## src/rtl/pipeline_hazard_ctrl_pkg.sv

```systemverilog
// Shared constants for the pipeline stall/flush sequencer.
package pipe_ctrl_pkg;

  // Sequencer state encoding
  localparam logic [0:0] RUN     = 1'b0;
  localparam logic [0:0] EX_WAIT = 1'b1;

  // Register $zero never carries a real dependency
  localparam logic [4:0] REG_ZERO = 5'd0;

  // Which condition owns the pipeline controls this cycle, highest priority first
  typedef enum logic [2:0] {
    RSN_RESET   = 3'd0,
    RSN_MEMBUSY = 3'd1,
    RSN_MULDIV  = 3'd2,
    RSN_LOADUSE = 3'd3,
    RSN_BRANCH  = 3'd4,
    RSN_NONE    = 3'd5
  } reason_t;

endpackage

```

## src/rtl/pipeline_hazard_ctrl_load_use_detect.sv

```systemverilog
// Load-use hazard compare between the load in EX and the source operands in ID.
module load_use_detect
  import pipe_ctrl_pkg::*;
(
  input  logic       ex_mem_read,
  input  logic [4:0] ex_rt,
  input  logic [4:0] id_rs,
  input  logic [4:0] id_rt,
  input  logic       id_uses_rt,
  output logic       stall_req
);

  logic rsMatch;
  logic rtMatch;

  // A load into $zero produces nothing worth waiting for
  always_comb begin
    rsMatch   = (ex_rt == id_rs);
    rtMatch   = id_uses_rt && (ex_rt == id_rt);
    stall_req = ex_mem_read && (ex_rt != REG_ZERO) && (rsMatch || rtMatch);
  end

endmodule

```

## src/rtl/pipeline_hazard_ctrl.sv

```systemverilog
// Central stall/flush sequencer for the 5-stage pipeline: resolves memory
// wait states, mult/div occupancy of EX, load-use hazards and taken branches,
// and keeps stall/flush counters plus a sticky memory-timeout flag.
module pipeline_hazard_ctrl
  import pipe_ctrl_pkg::*;
#(
  parameter int MULDIV_LAT  = 4,
  parameter int MEM_TIMEOUT = 16,
  parameter int CNT_W       = 32
) (
  input  logic             clk,
  input  logic             reset,
  input  logic [4:0]       id_rs,
  input  logic [4:0]       id_rt,
  input  logic             id_uses_rt,
  input  logic             id_branch_taken,
  input  logic             ex_mem_read,
  input  logic [4:0]       ex_rt,
  input  logic             ex_multicycle,
  input  logic             mem_busy,
  output logic             pc_write,
  output logic             if_id_write,
  output logic             if_id_flush,
  output logic             id_ex_write,
  output logic             id_ex_bubble,
  output logic             ex_mem_write,
  output logic             ex_mem_bubble,
  output logic             mem_wb_write,
  output logic             muldiv_busy,
  output logic             mem_timeout,
  output logic [CNT_W-1:0] stall_cycles,
  output logic [CNT_W-1:0] flush_count
);

  // The freeze cycle in RUN accounts for one EX cycle and the release cycle
  // in EX_WAIT for another, so the wait counter starts two below the latency.
  localparam bit         HAS_FREEZE = (MULDIV_LAT >= 2);
  localparam logic [4:0] WAIT_INIT  = HAS_FREEZE ? 5'(MULDIV_LAT - 2) : 5'd0;
  localparam int         TO_W       = $clog2(MEM_TIMEOUT + 1);
  localparam logic [TO_W-1:0] TO_MAX = TO_W'(MEM_TIMEOUT);

  logic [0:0]      state;
  logic [4:0]      wcnt;
  logic [TO_W-1:0] busyCnt;
  logic            loadUseReq;
  logic            muldivFreeze;
  reason_t         reason;

  load_use_detect uLoadUse (
    .ex_mem_read (ex_mem_read),
    .ex_rt       (ex_rt),
    .id_rs       (id_rs),
    .id_rt       (id_rt),
    .id_uses_rt  (id_uses_rt),
    .stall_req   (loadUseReq)
  );

  // Pick the single highest-priority condition owning the controls this cycle
  always_comb begin
    muldivFreeze = ((state == RUN) && ex_multicycle && HAS_FREEZE) ||
                   ((state == EX_WAIT) && (wcnt != 5'd0));
    reason = RSN_NONE;
    if (reset)
      reason = RSN_RESET;
    else if (mem_busy)
      reason = RSN_MEMBUSY;
    else if (muldivFreeze)
      reason = RSN_MULDIV;
    else if ((state == RUN) && loadUseReq)
      reason = RSN_LOADUSE;
    else if (id_branch_taken)
      reason = RSN_BRANCH;
  end

  // Decode the winning condition into register enables, bubbles and flush
  always_comb begin
    pc_write      = 1'b1;
    if_id_write   = 1'b1;
    if_id_flush   = 1'b0;
    id_ex_write   = 1'b1;
    id_ex_bubble  = 1'b0;
    ex_mem_write  = 1'b1;
    ex_mem_bubble = 1'b0;
    mem_wb_write  = 1'b1;
    case (reason)
      RSN_RESET, RSN_MEMBUSY: begin
        pc_write     = 1'b0;
        if_id_write  = 1'b0;
        id_ex_write  = 1'b0;
        ex_mem_write = 1'b0;
        mem_wb_write = 1'b0;
      end
      RSN_MULDIV: begin
        // Front end and EX hold; a bubble goes to MEM so older work drains
        pc_write      = 1'b0;
        if_id_write   = 1'b0;
        id_ex_write   = 1'b0;
        ex_mem_bubble = 1'b1;
      end
      RSN_LOADUSE: begin
        pc_write     = 1'b0;
        if_id_write  = 1'b0;
        id_ex_bubble = 1'b1;
      end
      RSN_BRANCH:  if_id_flush = 1'b1;
      default:     ;
    endcase
    muldiv_busy = (state == EX_WAIT);
  end

  // Mult/div occupancy sequencer; memory wait states freeze it in place
  always_ff @(posedge clk) begin
    if (reset) begin
      state <= RUN;
      wcnt  <= 5'd0;
    end else if (!mem_busy) begin
      if (state == RUN) begin
        if (ex_multicycle && HAS_FREEZE) begin
          state <= EX_WAIT;
          wcnt  <= WAIT_INIT;
        end
      end else if (wcnt != 5'd0) begin
        wcnt <= wcnt - 5'd1;
      end else begin
        state <= RUN;
      end
    end
  end

  // Performance counters, wrapping naturally at 2^CNT_W
  always_ff @(posedge clk) begin
    if (reset) begin
      stall_cycles <= '0;
      flush_count  <= '0;
    end else begin
      if (!pc_write)
        stall_cycles <= stall_cycles + CNT_W'(1);
      if (if_id_flush)
        flush_count <= flush_count + CNT_W'(1);
    end
  end

  // Consecutive mem_busy tracker; the flag latches once the run hits the limit
  always_ff @(posedge clk) begin
    if (reset) begin
      busyCnt     <= '0;
      mem_timeout <= 1'b0;
    end else if (!mem_busy) begin
      busyCnt <= '0;
    end else if (busyCnt != TO_MAX) begin
      busyCnt <= busyCnt + TO_W'(1);
      if (busyCnt == TO_MAX - TO_W'(1))
        mem_timeout <= 1'b1;
    end
  end

endmodule

```

## config.mk

```make
export PLATFORM = sky130hd
export DESIGN_NAME = pipeline_hazard_ctrl
export DESIGN_NICKNAME = d
export VERILOG_FILES = /design/src/rtl/pipeline_hazard_ctrl_pkg.sv /design/src/rtl/pipeline_hazard_ctrl_load_use_detect.sv /design/src/rtl/pipeline_hazard_ctrl.sv
export SDC_FILE = /design/constraint.sdc
export NUM_CORES = 1
export LEC_CHECK = 0
export BUFFER_PORTS_ARGS = -buffer_cell sky130_fd_sc_hd__buf_2
export CORE_ASPECT_RATIO = 1.5
export CORE_UTILIZATION = 50
export DETAILED_ROUTE_END_ITERATION = 8
export GPL_ROUTABILITY_DRIVEN = 0
export GPL_TIMING_DRIVEN = 0
export PLACE_DENSITY = 0.74
export SLEW_MARGIN = 30
export SYNTH_ARGS = -nofsm -noshare
export SYNTH_HDL_FRONTEND = slang
export SYNTH_SLANG_ARGS = --single-unit
```

## constraint.sdc

```tcl
create_clock -name clk -period 4.9 [get_ports clk]
set_input_delay 0.735 -clock clk [delete_from_list [all_inputs] [get_ports clk]]
set_output_delay 0.735 -clock clk [all_outputs]
set_load 0.02 [all_outputs]
```

Word level (Yosys, flattened, before mapping)
Index checks and enable logic that the tools add are counted.
{"block": "classes", "add_sub_neg": 4, "mul": 0, "n_div": 0, "n_lt_le_gt_ge": 0, "n_eq_ne": 9, "shifts": 0, "muxes": 17, "bitwise": 2, "reduce_logical": 18}
{"op": "32-bit by 1-bit adder with 32-bit output, second input constant", "count": 2}
{"op": "5-bit 2-to-1 mux", "count": 3}
{"op": "3-bit 2-to-1 mux", "count": 4}
{"op": "5-bit == test", "count": 2}
{"op": "1-bit 2-to-1 mux", "count": 10}
{"op": "5-bit nonzero test", "count": 2}
{"op": "3-bit by 2-bit == test with 1-bit output, second input constant", "count": 2}
{"op": "1-bit logical AND", "count": 6}
{"op": "3-bit AND reduction", "count": 2}
{"op": "5-bit by 1-bit adder with 5-bit output, second input constant", "count": 1}
{"op": "5-bit by 4-bit == test with 1-bit output, second input constant", "count": 1}
{"op": "5-bit != test, second input constant", "count": 1}
{"op": "5-bit by 1-bit subtractor with 5-bit output, second input constant", "count": 1}
{"op": "2-bit OR reduction", "count": 2}
{"op": "4-bit OR reduction", "count": 1}
{"op": "3-bit by 1-bit == test with 1-bit output, second input constant", "count": 1}
{"op": "3-bit == test, second input constant", "count": 1}
{"op": "3-bit zero test", "count": 1}
{"op": "3-bit OR reduction", "count": 1}
{"op": "1-bit logical OR", "count": 2}
{"op": "2-bit by 1-bit != test with 1-bit output, second input constant", "count": 1}
{"op": "1-bit inverter", "count": 2}
{"op": "2-bit nonzero test", "count": 1}
{"block": "totals", "reg_bits": 76, "latch_bits": 0, "mem_bits_rw": 0, "romBits": 0, "inputBits": 22, "out_inout_bits": 74, "word_cells": 56, "memories": 0}

Depth between registers and ports, before layout
{"block": "logic_depth", "ltp_word": 12, "depth_mapped": 12, "depth_no_buf": 10}

Cells and area by module
Synthesis repeated with hierarchy kept, for this count alone.
{"block": "unflattened", "hier_cells": 451, "hier_area_um2": 3771.1}
{"module": "pipeline_hazard_ctrl", "n_inst": 1, "cells_each": 434, "area_each_um2": 3638.5, "seq_area_each_um2": 1521.5}
{"module": "load_use_detect", "n_inst": 1, "cells_each": 17, "area_each_um2": 132.6, "seq_area_each_um2": 0.0}

Worst setup path after synthesis
Ideal clock, no wire load.
{"block": "synth_path", "kind": "input to output", "startpoint": "in ex_rt[1]", "endpoint": "out pc_write", "arrival_ns": 2.323, "t_required_ns": 4.165, "setup_slack_ns": 1.842, "stages": 7, "n_path_buf": 3, "cell_sequence": "or4_4 o21ai_1 o21ai_2 inv_1 buf_2 buf_2 buf_4"}
{"block": "synth_between", "elab_chain_len": 12, "elab_cells_between_ends": 18, "cone_classes": "5 x eq/ne; 5 x mux; 8 x reduce/logical"}
{"item": "from (decl)", "line_no": "pipeline_hazard_ctrl.sv:18", "source": "input logic [4:0] ex_rt,"}
{"item": "5-bit == test", "line_no": "pipeline_hazard_ctrl_load_use_detect.sv:19", "source": "rtMatch = id_uses_rt && (ex_rt == id_rt);"}
{"item": "1-bit logical AND", "line_no": "pipeline_hazard_ctrl_load_use_detect.sv:19"}
{"item": "1-bit logical OR", "line_no": "pipeline_hazard_ctrl_load_use_detect.sv:20", "source": "stall_req = ex_mem_read && (ex_rt != REG_ZERO) && (rsMatch || rtMatch);"}
{"item": "1-bit logical AND (*)", "line_no": "pipeline_hazard_ctrl_load_use_detect.sv:20"}
{"item": "1-bit logical AND (*)", "line_no": "pipeline_hazard_ctrl.sv:69", "source": "else if ((state == RUN) && loadUseReq)"}
{"item": "3-bit 2-to-1 mux (*)", "line_no": "pipeline_hazard_ctrl.sv:69"}
{"item": "3-bit 2-to-1 mux (*)", "line_no": "pipeline_hazard_ctrl.sv:67", "source": "else if (muldivFreeze)"}
{"item": "3-bit 2-to-1 mux (*)", "line_no": "pipeline_hazard_ctrl.sv:65", "source": "else if (mem_busy)"}
{"item": "3-bit 2-to-1 mux (*)", "line_no": "pipeline_hazard_ctrl.sv:63", "source": "if (reset)"}
{"item": "3-bit by 1-bit == test with 1-bit output (tied with other cells)"}
{"item": "4-bit OR reduction (no line) (*)"}
{"item": "1-bit 2-to-1 mux (*)"}
{"item": "to (decl)", "line_no": "pipeline_hazard_ctrl.sv:21", "source": "output logic pc_write,"}
Mark *: on every way between the ends. The rest lies on a longest branch, timed or not.

Final worst setup path
{"block": "layout_path", "startpoint": "reg wcnt[0]", "endpoint": "out pc_write"}
{"block": "layout_between", "elab_chain_len": 9, "elab_cells_between_ends": 12, "cone_classes": "3 x eq/ne; 4 x mux; 5 x reduce/logical"}
{"item": "from (decl)", "line_no": "pipeline_hazard_ctrl.sv:43", "source": "logic [4:0] wcnt;"}
{"item": "from (signal assigned)", "line_no": "pipeline_hazard_ctrl.sv:123", "source": "wcnt <= wcnt - 5'd1;"}
{"item": "5-bit nonzero test (*)", "line_no": "pipeline_hazard_ctrl.sv:61", "source": "((state == EX_WAIT) && (wcnt != 5'd0));"}
{"item": "1-bit logical AND (*)", "line_no": "pipeline_hazard_ctrl.sv:61"}
{"item": "1-bit logical OR (*)", "line_no": "pipeline_hazard_ctrl.sv:60", "source": "muldivFreeze = ((state == RUN) && ex_multicycle && HAS_FREEZE) ||"}
{"item": "3-bit 2-to-1 mux (*)", "line_no": "pipeline_hazard_ctrl.sv:67"}
{"item": "3-bit 2-to-1 mux (*)", "line_no": "pipeline_hazard_ctrl.sv:65"}
{"item": "3-bit 2-to-1 mux (*)", "line_no": "pipeline_hazard_ctrl.sv:63"}
{"item": "3-bit by 1-bit == test with 1-bit output (tied with other cells)", "line_no": "pipeline_hazard_ctrl.sv:85", "source": "case (reason)"}
{"item": "4-bit OR reduction (no line) (*)"}
{"item": "1-bit 2-to-1 mux (*)", "line_no": "pipeline_hazard_ctrl.sv:85"}
Marks and branches as above.

==> impl_metrics.toml <==
[outcome]
outcome = "finished clean"

[synthesis]
synth_compound_area_share_pct = 20.84
synth_top_family_by_area = "simple AND/OR/NAND/NOR gates"
netlist_area_um2 = 3915
synthArstFlopShare_pct = 0
synth_warnings = 0
synth-xor-area-share_pct = 4.922
ys_ff_latch = 76
synth-edff-count = 0
syn_nets = 505
yosys.area_share.simple_pct = 27.74
synthCells = 477
yosysSeqAreaShare_pct = 38.86
synthMuxAreaShare_pct = 0.7670
synthAdderAreaFrac_pct = 1.918
ys.flop_type = "dfxtp_1"
syn_avg_cell_area_um2 = 8.208
ys_types = 56

[layout]
n_antenna_cell = 0
area_growth_pct = 22.63
fin_nets = 611
mostFrequentLayoutCell = "buf_2"
drive_gt1_share_pct = 22.45
final_cell_mix = "buf_2, dfxtp_1, a21oi_1"
fill_cells = 702

[setup_path]
cp_top_family = "buffers and inverters"
cp-end-kind = "output pin"
critical_path.startpoint_type = "register"
crit_chain = "inv_1 > ha_1 > or3b_1 > o22ai_2 > nand2_4 > inv_2 > o21ai_2 > inv_1 > buf_2 > buf_2 > buf_4 > buf_2"
critPathMaxStageDelay_ns = 0.39
criticalPathCategory = "register to output pin"
cpMostUsedCell = "buf_2"
cp_slowest_cell = "or3b_1"
cp.arrival_ns = 2.93
crit_required_ns = 4.16
cp_max_fo = 11
critPathBufInv = 7

[sta]
post-route-min-period_ns = 3.664
min_period_over_period_pct = 74.77
fmax_mhz = 273.0
tightest_slew_ns = 0.8020
finalMaxSlewViolations = 0
rsz0062_at_grt = "no"
setup_violations = 0
timing.slew.headroom_pct = 46.53
tns_ns = 0
fin_ws_ns = 1.236
hold_viol = 0
clock-skew-final_ns = 0.007281

[drt]
drt_wl_total_mm = 10.24
vias_per_cell = 5.778
route.vias.total = 3987
wl_per_cell_um = 14.84
drtAntennaViolNets = 0
drc = 0
drt-pass1-iter-count = 4
drtIter0Drc = 207

[clock_network]
clock_path_buffers = 2
tritoncts = "done"
holdBufCountCts = 0
htree_levels = 3
post_cts_buffers = 0
clk_pin_slew_ns = 0.05
cts_resized = 0
clock-sinks = 76
numCtsBuffers = 9
clk_latency_ns = 0.34
root_buffer = "clkbuf_16"

[power_and_ir_drop]
power_density_nw_per_um2 = 285.2
irDropWorstVdd_mv = 0.2384
clkPwrFrac_pct = 46.1
switching_share_pct = 23.53
p_seq_share_pct = 46.2
p_leak_uw = 0.001851
p_comb_share_pct = 7.7
power.switching_uw = 322.2
intPower_uw = 1047

[floorplan]
dieArea_um2 = 8195
die_w_um = 74.25
ios = 96
core_um2 = 7612
die-height_um = 110.4
start_util_pct = 51.43
rows = 39

[placed_design]
io_buffers = 95
post-place-ws_ns = 1.337
hpwl_mm = 7.447

[global_routing]
grt_antenna_before_repair = 0
gr-total-overflow = 0
grt_start_max_net_pins = 12
grt_usage_pct = 25.62
grt_first_pass_wirelength_mm = 16.04
grt_pass1_vias = 3550

[hold_path]
hold_class = "register to register"

[job]
maxCapViolCount = 0
==> layout make-up <==
cell class	instances	area, um2	area share, %
inverter	24	90.09	1.876
sequential	76	1521	31.69
timing repair buffer	95	475.5	9.904
clock inverter	1	5.005	0.1042
buffer	24	103.9	2.163
multi-input combinational	353	2200	45.82
clock buffer	15	277.8	5.786
tap	102	127.6	2.658
==> worst register-to-register path, delay by kind of cell, from the launching register on <==
family / cells / cell delay [ns]
and+or+nand+nor: 2 / 0.53
AOI/OAI and AO/OA: 4 / 1.24
DFF: 1 / 0.32
buffers and inverters: 2 / 0.40
adders and majority gates: 1 / 0.19
==> metrics by stage <==
stage               util [%]  area [um2]  cells  power (uW)  hold slack, ns
finish                 63.07        4801    690        1369          0.4705
global route           63.07        4801    690        1412          0.4837
CTS                    63.07        4801    690        1374          0.4741
detailed placement     59.35        4518    674       750.7          0.4645
global placement       59.35        4518    674       747.9          0.4565
floorplan                  -        3915    477       711.9          0.4450
==> sequential cells by signal, indices dropped and copies added (netlist names) <==
| signal | flops |
|---|---|
| flush_count | 32 |
| stall_cycles | 32 |
| busyCnt | 5 |
| wcnt | 5 |
| mem_timeout | 1 |
| muldiv_busy | 1 |
==> power groups by stage <==
| stage | clock, uW | combinational, uW | sequential (uW) |
|---|---|---|---|
| final | 631 | 106 | 632 |
| after global routing | 665 | 115 | 633 |
| after CTS | 636 | 106 | 632 |
| after detailed placement | 0 | 105 | 645 |
| after global placement | 0 | 103 | 645 |
| after floorplan | 0 | 62.7 | 649 |
==> Yosys cell counts, types with 5 or more instances <==
cell type	count	area, um2
clkbuf_1	15	56.30
a21oi_1	60	300.3
buf_2	5	25.02
o31ai_1	12	90.09
nand2b_1	5	31.28
nand2_1	36	135.1
nand4_1	12	75.07
inv_1	23	86.33
or3_1	28	175.2
and3_1	10	62.56
xnor2_1	16	140.1
nor3_1	7	35.03
or4_1	14	105.1
nor2_1	22	82.58
dfxtp_1	76	1521
ha_1	6	75.07
xor2_1	6	52.55
o21ai_0	32	160.2
nand3_1	28	140.1
and4_1	6	52.55
==> routing by layer <==
metal	routed length (um)	vias up	global-route usage [%]	share of wire, %
met4	205	0	11.73	2.0
met3	560	18	4.455	5.5
li1	-	1963	-	-
met1	4203	1888	28.42	41
met5	0	-	2.778	0
met2	5268	118	46.36	51
==> kinds of logic after synthesis <==
group,count (synthesis)
flops,76
fa+ha+maj,6
buf+inv,48
simple gates,190
compound gates,132
xor+xnor,22
mux,3
==> path summary, 6_finish.rpt <==
path,start,end,slack [ns],cells past startpoint
hold / removal,mem_timeout,mem_timeout,0.47,2
setup / recovery,wcnt[0],pc_write,1.24,12
hold reg to reg,mem_timeout,mem_timeout,0.47,2
setup reg to reg,wcnt[0],flush_count[29],2.12,9
(Power assumes the default switching activity.)
